<file path="config.mk">
export PLATFORM = sky130hd
export DESIGN_NAME = aes_resp_monitor
export DESIGN_NICKNAME = d
export VERILOG_FILES = /design/src/rtl/aes_test_pkg.sv /design/src/rtl/aes_misr128.sv /design/src/rtl/aes_resp_monitor.sv
export SDC_FILE = /design/constraint.sdc
export NUM_CORES = 1
export LEC_CHECK = 0
export BUFFER_PORTS_ARGS = -buffer_cell sky130_fd_sc_hd__buf_2
export CORE_MARGIN = 2
export CORE_UTILIZATION = 45
export DETAILED_ROUTE_END_ITERATION = 6
export PLACE_DENSITY = 0.77
export RECOVER_POWER = 25
export SLEW_MARGIN = 20
export SYNTH_ARGS = -nofsm -noshare
export SYNTH_HDL_FRONTEND = slang
export SYNTH_SLANG_ARGS = --single-unit
</file>
<file path="constraint.sdc">
create_clock -name clk -period 2.7 [get_ports clk]
set_input_delay 0.405 -clock clk [delete_from_list [all_inputs] [get_ports clk]]
set_output_delay 0.405 -clock clk [all_outputs]
set_load 0.01 [all_outputs]
</file>
<file path="src/rtl/aes_test_pkg.sv">
`default_nettype none
// ============================================================================
// Module      : aes_test_pkg
// Description : Shared types, constants and the MISR step function for the
//               AES on-chip BIST blocks.
// Revision    : 1.0 - initial release
// ============================================================================
package aes_test_pkg;

  typedef enum logic [1:0] {
    IDLE      = 2'd0,
    WAIT_DONE = 2'd1,
    FINAL     = 2'd2
  } resp_state_t;

  // Feedback taps for x^128 + x^7 + x^2 + x + 1
  localparam logic [127:0] MISR_POLY = 128'h87;

  // One MISR compaction step: shift left, fold the carried-out MSB back
  // through the polynomial, then XOR in the new data word.
  function automatic logic [127:0] misr_step(input logic [127:0] sig,
                                             input logic [127:0] data);
    logic [127:0] w_shift;
    w_shift = {sig[126:0], 1'b0};
    if (sig[127]) begin
      w_shift = w_shift ^ MISR_POLY;
    end
    return w_shift ^ data;
  endfunction

endpackage
`default_nettype wire

</file>
<file path="src/rtl/aes_misr128.sv">
`default_nettype none
// ============================================================================
// Module      : aes_misr128
// Description : 128-bit multiple-input signature register. Compacts one data
//               word per enabled clock.
// Revision    : 1.0 - initial release
// ============================================================================
module aes_misr128
  import aes_test_pkg::*;
(
  input  logic         clk,
  input  logic         rst_n,
  input  logic         en,
  input  logic [127:0] data,
  output logic [127:0] sig
);

  logic [127:0] r_sig;

  // Signature register: advances one MISR step whenever a word is captured.
  always_ff @(posedge clk or negedge rst_n) begin
    if (!rst_n) begin
      r_sig <= '0;
    end else if (en) begin
      r_sig <= misr_step(r_sig, data);
    end
  end

  assign sig = r_sig;

endmodule
`default_nettype wire

</file>
<file path="src/rtl/aes_resp_monitor.sv">
`default_nettype none
// ============================================================================
// Module      : aes_resp_monitor
// Description : Response side of the AES BIST loop. Tracks the ld/done
//               handshake, compacts each text_out into a MISR signature,
//               counts vectors and flags hung encryptions.
//               Optional macro AES_RESP_MONITOR_GOLDEN_CHECK_EN enables the
//               registered golden-signature pass flag.
// Revision    : 1.0 - initial release
// ============================================================================
module aes_resp_monitor
  import aes_test_pkg::*;
#(
  parameter int           NUM_VECTORS = 16,
  parameter int           TIMEOUT     = 30,
  parameter logic [127:0] GOLDEN_SIG  = 128'h0
) (
  input  logic                               clk,
  input  logic                               rst_n,
  input  logic                               ld,
  input  logic                               done,
  input  logic [127:0]                       text_out,
  output logic [127:0]                       signature,
  output logic [$clog2(NUM_VECTORS+1)-1:0]   vec_count,
  output logic                               sig_valid,
  output logic                               timeout_err,
  output logic                               pass
);

  localparam int CNT_W = $clog2(NUM_VECTORS + 1);
  localparam int TMR_W = $clog2(TIMEOUT);
  localparam logic [CNT_W-1:0] c_num_vec  = CNT_W'(NUM_VECTORS);
  localparam logic [TMR_W-1:0] c_tmr_last = TMR_W'(TIMEOUT - 1);

  resp_state_t      r_state, w_state_nxt;
  logic [TMR_W-1:0] r_timer, w_timer_nxt;
  logic [CNT_W-1:0] r_vec_count, w_count_nxt;
  logic             r_sig_valid, w_sig_valid_nxt;
  logic             r_timeout_err, w_timeout_nxt;
  logic             w_capture;
  logic             w_final_entry;

  // State register.
  always_ff @(posedge clk or negedge rst_n) begin
    if (!rst_n) begin
      r_state <= IDLE;
    end else begin
      r_state <= w_state_nxt;
    end
  end

  // Next-state, timer, counter and flag logic for the ld/done handshake.
  always_comb begin
    w_state_nxt     = r_state;
    w_timer_nxt     = r_timer;
    w_count_nxt     = r_vec_count;
    w_sig_valid_nxt = r_sig_valid;
    w_timeout_nxt   = r_timeout_err;
    w_capture       = 1'b0;
    w_final_entry   = 1'b0;
    case (r_state)
      IDLE: begin
        if (ld) begin
          w_state_nxt = WAIT_DONE;
          w_timer_nxt = '0;
        end
      end
      WAIT_DONE: begin
        w_timer_nxt = r_timer + 1'b1;
        if (done) begin
          w_capture = 1'b1;
          if (r_vec_count != c_num_vec) begin
            w_count_nxt = r_vec_count + 1'b1;
          end
          if (w_count_nxt == c_num_vec) begin
            w_state_nxt     = FINAL;
            w_sig_valid_nxt = 1'b1;
            w_final_entry   = 1'b1;
          end else if (ld) begin
            // Back-to-back vector: the new ld starts a fresh wait window.
            w_timer_nxt = '0;
          end else begin
            w_state_nxt = IDLE;
          end
        end else if (ld) begin
          // Re-issued load without completion restarts the wait window.
          w_timer_nxt = '0;
        end else if (r_timer == c_tmr_last) begin
          w_timeout_nxt = 1'b1;
          w_state_nxt   = IDLE;
        end
      end
      FINAL: begin
        // Terminal until reset; everything frozen.
      end
      default: begin
        w_state_nxt = IDLE;
      end
    endcase
  end

  // Timer, vector counter and sticky status flags.
  always_ff @(posedge clk or negedge rst_n) begin
    if (!rst_n) begin
      r_timer       <= '0;
      r_vec_count   <= '0;
      r_sig_valid   <= 1'b0;
      r_timeout_err <= 1'b0;
    end else begin
      r_timer       <= w_timer_nxt;
      r_vec_count   <= w_count_nxt;
      r_sig_valid   <= w_sig_valid_nxt;
      r_timeout_err <= w_timeout_nxt;
    end
  end

  aes_misr128 u_misr (
    .clk   (clk),
    .rst_n (rst_n),
    .en    (w_capture),
    .data  (text_out),
    .sig   (signature)
  );

  assign vec_count   = r_vec_count;
  assign sig_valid   = r_sig_valid;
  assign timeout_err = r_timeout_err;

`ifdef AES_RESP_MONITOR_GOLDEN_CHECK_EN
  logic         r_pass;
  logic [127:0] w_sig_nxt;

  // The comparison is made against the value the MISR is about to take, so
  // the verdict lands on the same edge that finalises the signature.
  assign w_sig_nxt = misr_step(signature, text_out);

  // Sticky verdict, evaluated once on entry to FINAL.
  always_ff @(posedge clk or negedge rst_n) begin
    if (!rst_n) begin
      r_pass <= 1'b0;
    end else if (w_final_entry && !w_timeout_nxt && (w_sig_nxt == GOLDEN_SIG)) begin
      r_pass <= 1'b1;
    end
  end

  assign pass = r_pass;
`else
  logic w_unused_golden;
  assign w_unused_golden = ^GOLDEN_SIG;
  assign pass = 1'b0;
`endif

endmodule
`default_nettype wire

</file>
==> reports/results.ini, run 1 <==
[hold_path]
whs_path_depth=2
hold_class=primary input to flip-flop
min-delay-start=ld
worst_hold_path.endpoint=r_timer[3]

[timing]
worst_clock_skew_ps=8.39
max_clock_freq_ghz=0.478
period_needed_ps=2090
finalSetupViolations=0
final_max_slew_viol_count=0
fin_crit_sh_pct=77.4
rsz0062_at_grt=false
hold_violations=0
tns_ps=0
worst_pin_slew_ps=1210
slew_headroom_pct=19.3
worst_slack_ps=609

[place]
dp.cells=1048
hpwlAfterDp_microns=10800
finalWeightedCongestion=0.789
io_buffers=266
place_ws_ps=637

[grt]
grt_usage_pct=19.7
gr-usage-met3_pct=6.87
global_route.overflow_total=0
grt_pass1_vias=4817
gr-usage-met1_pct=23.4
top_usage_layer=met2
antenna_found_initial=0
grt_max_degree=152
grtUsageMet2_pct=32.7
grt_pass1_wl_microns=23100

[synth]
synth_top_cell_area_share_pct=55.3
synthArstFlopShare_pct=100
ys_types=40
synth_edf_count=0
synth_seq_cells=142
synth_top_cell_by_area=dfrtp_1
yosys_warnings=0
synth_area_leaders=dfrtp_1 (55%), xnor2_1 (18%), o21ai_0 (10%), nand2_1 (7.9%), clkbuf_1 (1.2%)
netlist_instances=630
synth_ff_type=dfrtp_1
synthesis.nets=766
syn_area_per_cell_sq_um=10.2
syn_area_sq_um=6420
seq_area_frac_synth_pct=55.3

[setup_path]
worstSetupEndpointType=asynchronous set/reset pin
path_cells=dlygate4sd3_1 -> clkbuf_2 -> clkbuf_1
worstPathRequired_ps=3150
rr_worst_depth=8
crit_path_max_fanout=48
path_class=primary input to asynchronous set/reset pin
slowest_delay_ps=890
path_delay_family=buffers and inverters
r2r_end=r_timer[4]
worst-r2r-setup-slack_ps=630
cp_data_arrival_time_ps=2540
path_buf_inv=3
r2r_start=vec_count[0]
worst_path_max_delay_cell=clkbuf_2
start_kind=primary input

[clock_network]
cts-root-buf=clkbuf_16
htree_levels=4
clk_path_buf_depth=2
clk_pin_slew_ps=60
clock_sinks=142
cts_tree=built
clock_latency_ps=420
cts-resized-gates=0
cts_buffers=17

[status]
outcome=completed

[finish]
nets=1024
final_cells=1079
regArea_sq_um=3550
drive_gt1_share_pct=33.9
n_antenna_cell=0
areaGrowthSynthToFinish_pct=32.5
n_fill_cell=1179
multi_input_area_sq_um=2690

[power_and_ir_drop]
p_sw_mw=3.89
p_leak_nw=4.11
intPower_mw=6.51
seqPwrFrac_pct=39.8
ir_drop_mv=0.636
power_frac_clock_pct=23.0
p_sw_share_pct=37.4
p_per_area_nw_per_um2=1220
power_frac_comb_pct=37.2

[routing]
vias=5184
drc=0
ant_nets=0
drt_iter0_drc=295
wl_microns=14700
wire_per_inst_microns=13.6
via_per_inst=4.80
firstDrtPassIters=5

[floorplan]
die-area_sq_um=15200
core_area_sq_um=13900
num_rows=43
dieHeight_microns=123
die_w_microns=123
start_util_pct=46.1
ios=268

[run]
drv_cap=0

worst max path at each step:
| stage | start | to | slack (ps) | cells after the start |
|---|---|---|---|---|
| 4_1_cts | vec_count[0] | r_timer[4] | 610 | 8 |
| 2_1_floorplan | vec_count[0] | r_timer[4] | 740 | 8 |
| 6_report | rst_n | u_misr.sig[22] | 610 | 3 |
| 3_3_place_gp | vec_count[0] | r_timer[4] | 700 | 8 |
| 3_5_place_dp | vec_count[0] | r_timer[4] | 640 | 8 |
| 5_1_grt | rst_n | u_misr.sig[22] | 250 | 3 |
stage by stage:
stage          power (mW)  area [sq um]  utilization, %  hold WS [ps]
2_1_floorplan        6.46          6420               -           109
3_3_place_gp         7.96          7900            56.7           373
3_5_place_dp         8.10          7900            56.7           374
4_1_cts              10.5          8520            61.1           239
5_1_grt              11.2          8510            61.1           257
6_report             10.4          8510            61.1           259
per-layer routing:
layer  routed length, microns  vias up
li1                         -     2581
met1                     6010     2392
met2                     7180      190
met3                     1250       21
met4                      229        0
met5                        0        -
flip-flops by register name, summed over array words and instances, names as in the netlist:
register     count
r_timer          5
vec_count        5
u_misr.sig     128
r_state          2
timeout_err      1
sig_valid        1
cell usage after synthesis (all sizes together), types with 2 or more instances:
master,number
xnor2,131
inv,8
nand4,5
xor2,3
mux2i,2
nor3,3
clkbuf,21
buf,12
ha,4
o21ai,133
o22ai,2
a31oi,3
dfrtp,142
or3,2
nor2,4
nand2,135
a21o,2
nand2b,2
cell usage in the layout, fill, tap and decap left out, drive strengths merged, types with 2 or more instances in the layout:
cell type	n
o22ai	2
or3	2
buf	269
dfrtp	142
xnor2	131
mux2i	2
nand2b	2
nand2	135
bufinv	3
a21o	2
clkbuf	23
clkinvlp	3
inv	9
nor3	3
xor2	3
a31oi	3
o21ai	133
nand4	5
clkinv	2
ha	4
nor2	4
what timing repair did:
item / CTS / global route
hold buffers: 1 / 0
endpoints found under the hold margin: 45 / 0
setup buffers: 0 / 0
power groups by stage:
stage / clock network [mW] / logic, mW / registers (mW)
2_1_floorplan: 0 / 2.00 / 4.46
3_3_place_gp: 0 / 3.81 / 4.15
3_5_place_dp: 0 / 3.93 / 4.18
4_1_cts: 2.45 / 3.94 / 4.16
5_1_grt: 2.54 / 4.39 / 4.32
6_report: 2.39 / 3.87 / 4.14
logic make-up after synthesis:
logic type | count (synthesis) | synth area share (%)
buffers and inverters | 41 | 2.83
DFF | 142 | 55.3
adders and majority gates | 4 | 0.779
muxes | 3 | 0.487
xor gates and xnor gates | 134 | 18.3
and+or+nand+nor | 159 | 10.3
AOI/OAI and AO/OA | 146 | 11.9
other | 1 | 0.0584
worst register-to-register path: cells and delay by family, from the launching register on:
family	cells	cell delay [ps]
flops	1	450
simple gates	2	660
buf+inv	1	100
compound gates	4	570
fa+ha+maj	1	230
area by class of cell:
cell class / count / share of cell area, %
multi-input combinational: 447 / 31.7
timing repair buffer: 272 / 16.5
clock inverter: 9 / 1.59
tap: 180 / 2.65
sequential: 142 / 41.8
inverter: 8 / 0.353
clock buffer: 21 / 5.53
No activity file was read; power rests on OpenSTA's default activity.
==> inputs of run 2 (changes only) <==
==> constraint.sdc (replaced) <==
create_clock -name clk -period 2 [get_ports clk]
set_input_delay 0.3 -clock clk [delete_from_list [all_inputs] [get_ports clk]]
set_output_delay 0.3 -clock clk [all_outputs]
set_load 0.01 [all_outputs]
==> reports/results.ini, run 2 (synthesized netlist as in run 1, its figures left out) <==
[status]
outcome=complete, but fails checks
violations=setup timing

[place]
hpwlAfterDp_microns=10800
place_ws_ps=18.8
io_buffers=266
finalWeightedCongestion=0.811
dp.cells=1053

[clock_network]
cts_buffers=17
clock_latency_ps=420
clk_path_buf_depth=2
cts-root-buf=clkbuf_16
clock_sinks=142
htree_levels=4
clk_pin_slew_ps=60
cts_tree=built

[timing]
worst_pin_slew_ps=1060
worst_clock_skew_ps=17.5
tns_ps=-1.80
fin_crit_sh_pct=100
finalSetupViolations=1
worst_slack_ps=-1.80
max_clock_freq_ghz=0.500
hold_violations=0
rsz0062_at_grt=true
slew_headroom_pct=29.5
period_needed_ps=2000
final_max_slew_viol_count=0

[setup_path]
crit_path_max_fanout=5
cp_data_arrival_time_ps=2350
path_class=flip-flop to flip-flop
start_kind=flip-flop
worstPathRequired_ps=2340
worst-r2r-setup-slack_ps=-2
worstSetupEndpointType=flip-flop

[grt]
grt_pass1_vias=4914
grt_max_degree=152
antenna_found_initial=0
grtUsageMet2_pct=30.6
grt_pass1_wl_microns=23100
gr-usage-met3_pct=6.32
grt_usage_pct=19.5
top_usage_layer=met2
global_route.overflow_total=0
gr-usage-met1_pct=25.1

[floorplan]
num_rows=43
start_util_pct=46.1
dieHeight_microns=123
die-area_sq_um=15200
die_w_microns=123
core_area_sq_um=13900
ios=268

[power_and_ir_drop]
p_sw_mw=5.36
seqPwrFrac_pct=39.9
p_leak_nw=4.13
p_total_mw=14.0
p_sw_share_pct=38.4
ir_drop_mv=0.794
intPower_mw=8.61
p_per_area_nw_per_um2=1630
power_frac_clock_pct=21.2
power_frac_comb_pct=38.9

[finish]
n_fill_cell=1223
drive_gt1_share_pct=35.6
multi_input_area_sq_um=2730
regArea_sq_um=3550
areaGrowthSynthToFinish_pct=33.3
final_cells=1089
postLayoutCoreUtil_pct=61.4
n_antenna_cell=0
largest_register_ffs=128
layout_commonest_cell=buf_2
nets=1032
layout_common_cells=buf_2 (265), dfrtp_1 (142), nand2_1 (135)

[run]
drv_cap=0

[routing]
wire_per_inst_microns=13.5
vias=5176
wl_microns=14700
ant_nets=0
via_per_inst=4.75
drt_iter0_drc=294
drc=0
firstDrtPassIters=6

[hold_path]
hold_class=primary input to flip-flop

run 2: cell count changes in the layout (fill, tap and decap cells not counted), moves of 2 or more:
cell       change
buf_4          +6
inv_1          -2
clkinv_4       +2
bufinv_16      -2
clkinv_2       +4
inv_2          +2
clkbuf_8       -2
ha_1           -2
run 2: routing by layer:
metal	vias to the layer above	part of all wire, %
li1	2594	-
met1	2351	43
met2	205	47
met3	26	8.3
met4	0	2.0
met5	-	0
run 2: power groups by stage:
stage | registers, mW | logic, mW | clock network (mW)
finish | 5.58 | 5.44 | 2.96
global route | 5.82 | 6.16 | 3.17
CTS | 5.59 | 5.39 | 3.02
detailed placement | 5.61 | 5.37 | 0
global placement | 5.58 | 5.24 | 0
floorplan | 6.02 | 2.70 | 0
run 2: worst paths after layout:
kind                                   start             end  cells after the start
worst max register to register  vec_count[1]      r_timer[0]                      7
worst min register to register     sig_valid       sig_valid                      1
worst max-delay path            vec_count[1]      r_timer[0]                      7
worst min-delay path            text_out[57]  u_misr.sig[57]                      3
max in group asynchronous              rst_n  u_misr.sig[60]                      3
min in group asynchronous              rst_n  u_misr.sig[19]                      2
run 2: area by class of cell:
class	count	share of cell area [%]
Clock inverter	14	1.40
Timing Repair Buffer	280	17.0
Inverter	8	0.351
Multi-Input combinational cell	447	31.9
Clock buffer	18	5.13
Tap cell	180	2.63
Sequential cell	142	41.5
run 2: per-stage QoR:
step	cell area, sq um	hold WS, ps
after global routing	8560	157
after detailed placement	7970	253
after global placement	7970	251
after CTS	8540	142
final	8560	162
after floorplan	6420	4.41
run 2: worst max-delay path, stage by stage (launching register included):
cell and delay (ps):
dfrtp_1 420, ha_2 230, nand2b_1 160, o21ai_2 140, o22ai_2 110, or4_4 560
and2_4 190, mux2i_1 110
run 2: timing repair:
item	CTS	global route
setup buffers	0	3
pin swaps	0	7
gates resized for setup	1	9
hold endpoints to repair	36	0
hold buffers	1	0
endpoints found under the setup margin	1	5
==> inputs of run 3 (changes only) <==
==> constraint.sdc (replaced) <==
create_clock -name clk -period 2 [get_ports clk]
set_input_delay 0.6 -clock clk [delete_from_list [all_inputs] [get_ports clk]]
set_output_delay 0.6 -clock clk [all_outputs]
set_load 0.01 [all_outputs]
==> reports/results.ini, run 3 (synthesized netlist as in run 1, its figures left out) <==
[power_and_ir_drop]
p_sw_mw=5.36
power_frac_clock_pct=21.8
power_frac_comb_pct=38.4
intPower_mw=8.76
ir_drop_mv=0.924
seqPwrFrac_pct=39.9
p_total_mw=14.1
p_per_area_nw_per_um2=1640
p_sw_share_pct=37.9
p_leak_nw=4.15

[routing]
wl_microns=14600
drt_iter0_drc=234
firstDrtPassIters=4
ant_nets=0
vias=5166
via_per_inst=4.75
wire_per_inst_microns=13.4
drc=0

[timing]
slew_headroom_pct=6.46
fin_crit_sh_pct=97.7
worst_slack_ps=45.2
hold_violations=0
period_needed_ps=1950
max_clock_freq_ghz=0.512
tns_ps=0
hold_slack_ps=440
finalSetupViolations=0
rsz0062_at_grt=true
worst_clock_skew_ps=9.04
worst_pin_slew_ps=1400
final_max_slew_viol_count=0

[floorplan]
core_area_sq_um=13900
die_w_microns=123
ios=268
dieHeight_microns=123
die-area_sq_um=15200
start_util_pct=46.1
num_rows=43

[grt]
grt_pass1_wl_microns=22700
grt_pass1_vias=4861
global_route.overflow_total=0
grt_max_degree=138
grt_usage_pct=19.2
antenna_found_initial=0

[setup_path]
path_class=flip-flop to flip-flop
worst-r2r-setup-slack_ps=50
crit_path_max_fanout=5
path_delay_family=simple AND/OR/NAND/NOR gates
worst_path_max_delay_cell=or4_4
path_cells=inv_2 -> ha_4 -> and4bb_1 -> o22ai_2 -> or4_4 -> and2_4 -> mux2i_1
path_buf_inv=1
slowest_delay_ps=560
start_kind=flip-flop
worstSetupEndpointType=flip-flop
worstPathRequired_ps=2330
cp_data_arrival_time_ps=2290

[finish]
multi_input_area_sq_um=2740
n_fill_cell=1200
postLayoutCoreUtil_pct=61.7
nets=1031
areaGrowthSynthToFinish_pct=33.9
drive_gt1_share_pct=35.8
layout_commonest_cell=buf_2
regArea_sq_um=3560
n_antenna_cell=0
largest_register_ffs=128
layout_common_cells=buf_2 (265), dfrtp_1 (140), nand2_1 (135)

[run]
drv_cap=0

[clock_network]
cts_tree=built
cts_buffers=17
clk_path_buf_depth=2
clock_sinks=142
clock_latency_ps=410
clk_pin_slew_ps=60
cts-root-buf=clkbuf_16
htree_levels=4

[place]
io_buffers=266
place_ws_ps=7.50
finalWeightedCongestion=0.774
hpwlAfterDp_microns=10700

[hold_path]
hold_class=primary input to flip-flop

[status]
outcome=completed

run 3: layout make-up:
| class | instances | share of cell area [%] |
|---|---|---|
| clock buffers | 19 | 5.15 |
| clock inverters | 13 | 1.61 |
| inverters | 8 | 0.349 |
| multi-input cells | 447 | 31.9 |
| flip-flops and latches | 142 | 41.3 |
| well taps | 180 | 2.62 |
| repair buffers | 279 | 17.0 |
run 3: power groups by stage:
stage               logic (mW)  registers (mW)  clock network [mW]
floorplan                 2.70            6.02                   0
global placement          5.22            5.60                   0
detailed placement        5.36            5.64                   0
CTS                       5.38            5.63                3.14
global route              6.11            5.85                3.29
finish                    5.42            5.63                3.08
run 3: layer usage:
layer / track usage [%] / share of wire [%]
met5: 0 / 0
met4: 8.31 / 2.0
met3: 5.63 / 7.1
met2: 31.4 / 48
met1: 23.6 / 43
run 3: worst paths after layout:
kind,depth (start not counted),end,from
min reg2reg,2,timeout_err,timeout_err
min in group asynchronous,1,u_misr.sig[106],rst_n
max reg2reg,7,r_timer[0],vec_count[1]
min,2,timeout_err,done
max,7,r_timer[0],vec_count[1]
max in group asynchronous,2,u_misr.sig[2],rst_n
run 3: what timing repair did:
| item | CTS | global route |
|---|---|---|
| endpoints found under the hold margin | 0 | 0 |
| gates resized for setup | 0 | 12 |
| setup buffers | 0 | 3 |
| setup endpoints to repair | 0 | 4 |
| hold buffers | 0 | 0 |
run 3: stage by stage:
step                      area [sq um]  instances
after floorplan                   6420        630
after global placement            7970       1053
after detailed placement          7970       1053
after CTS                         8550       1085
after global routing              8600       1088
final                             8600       1088
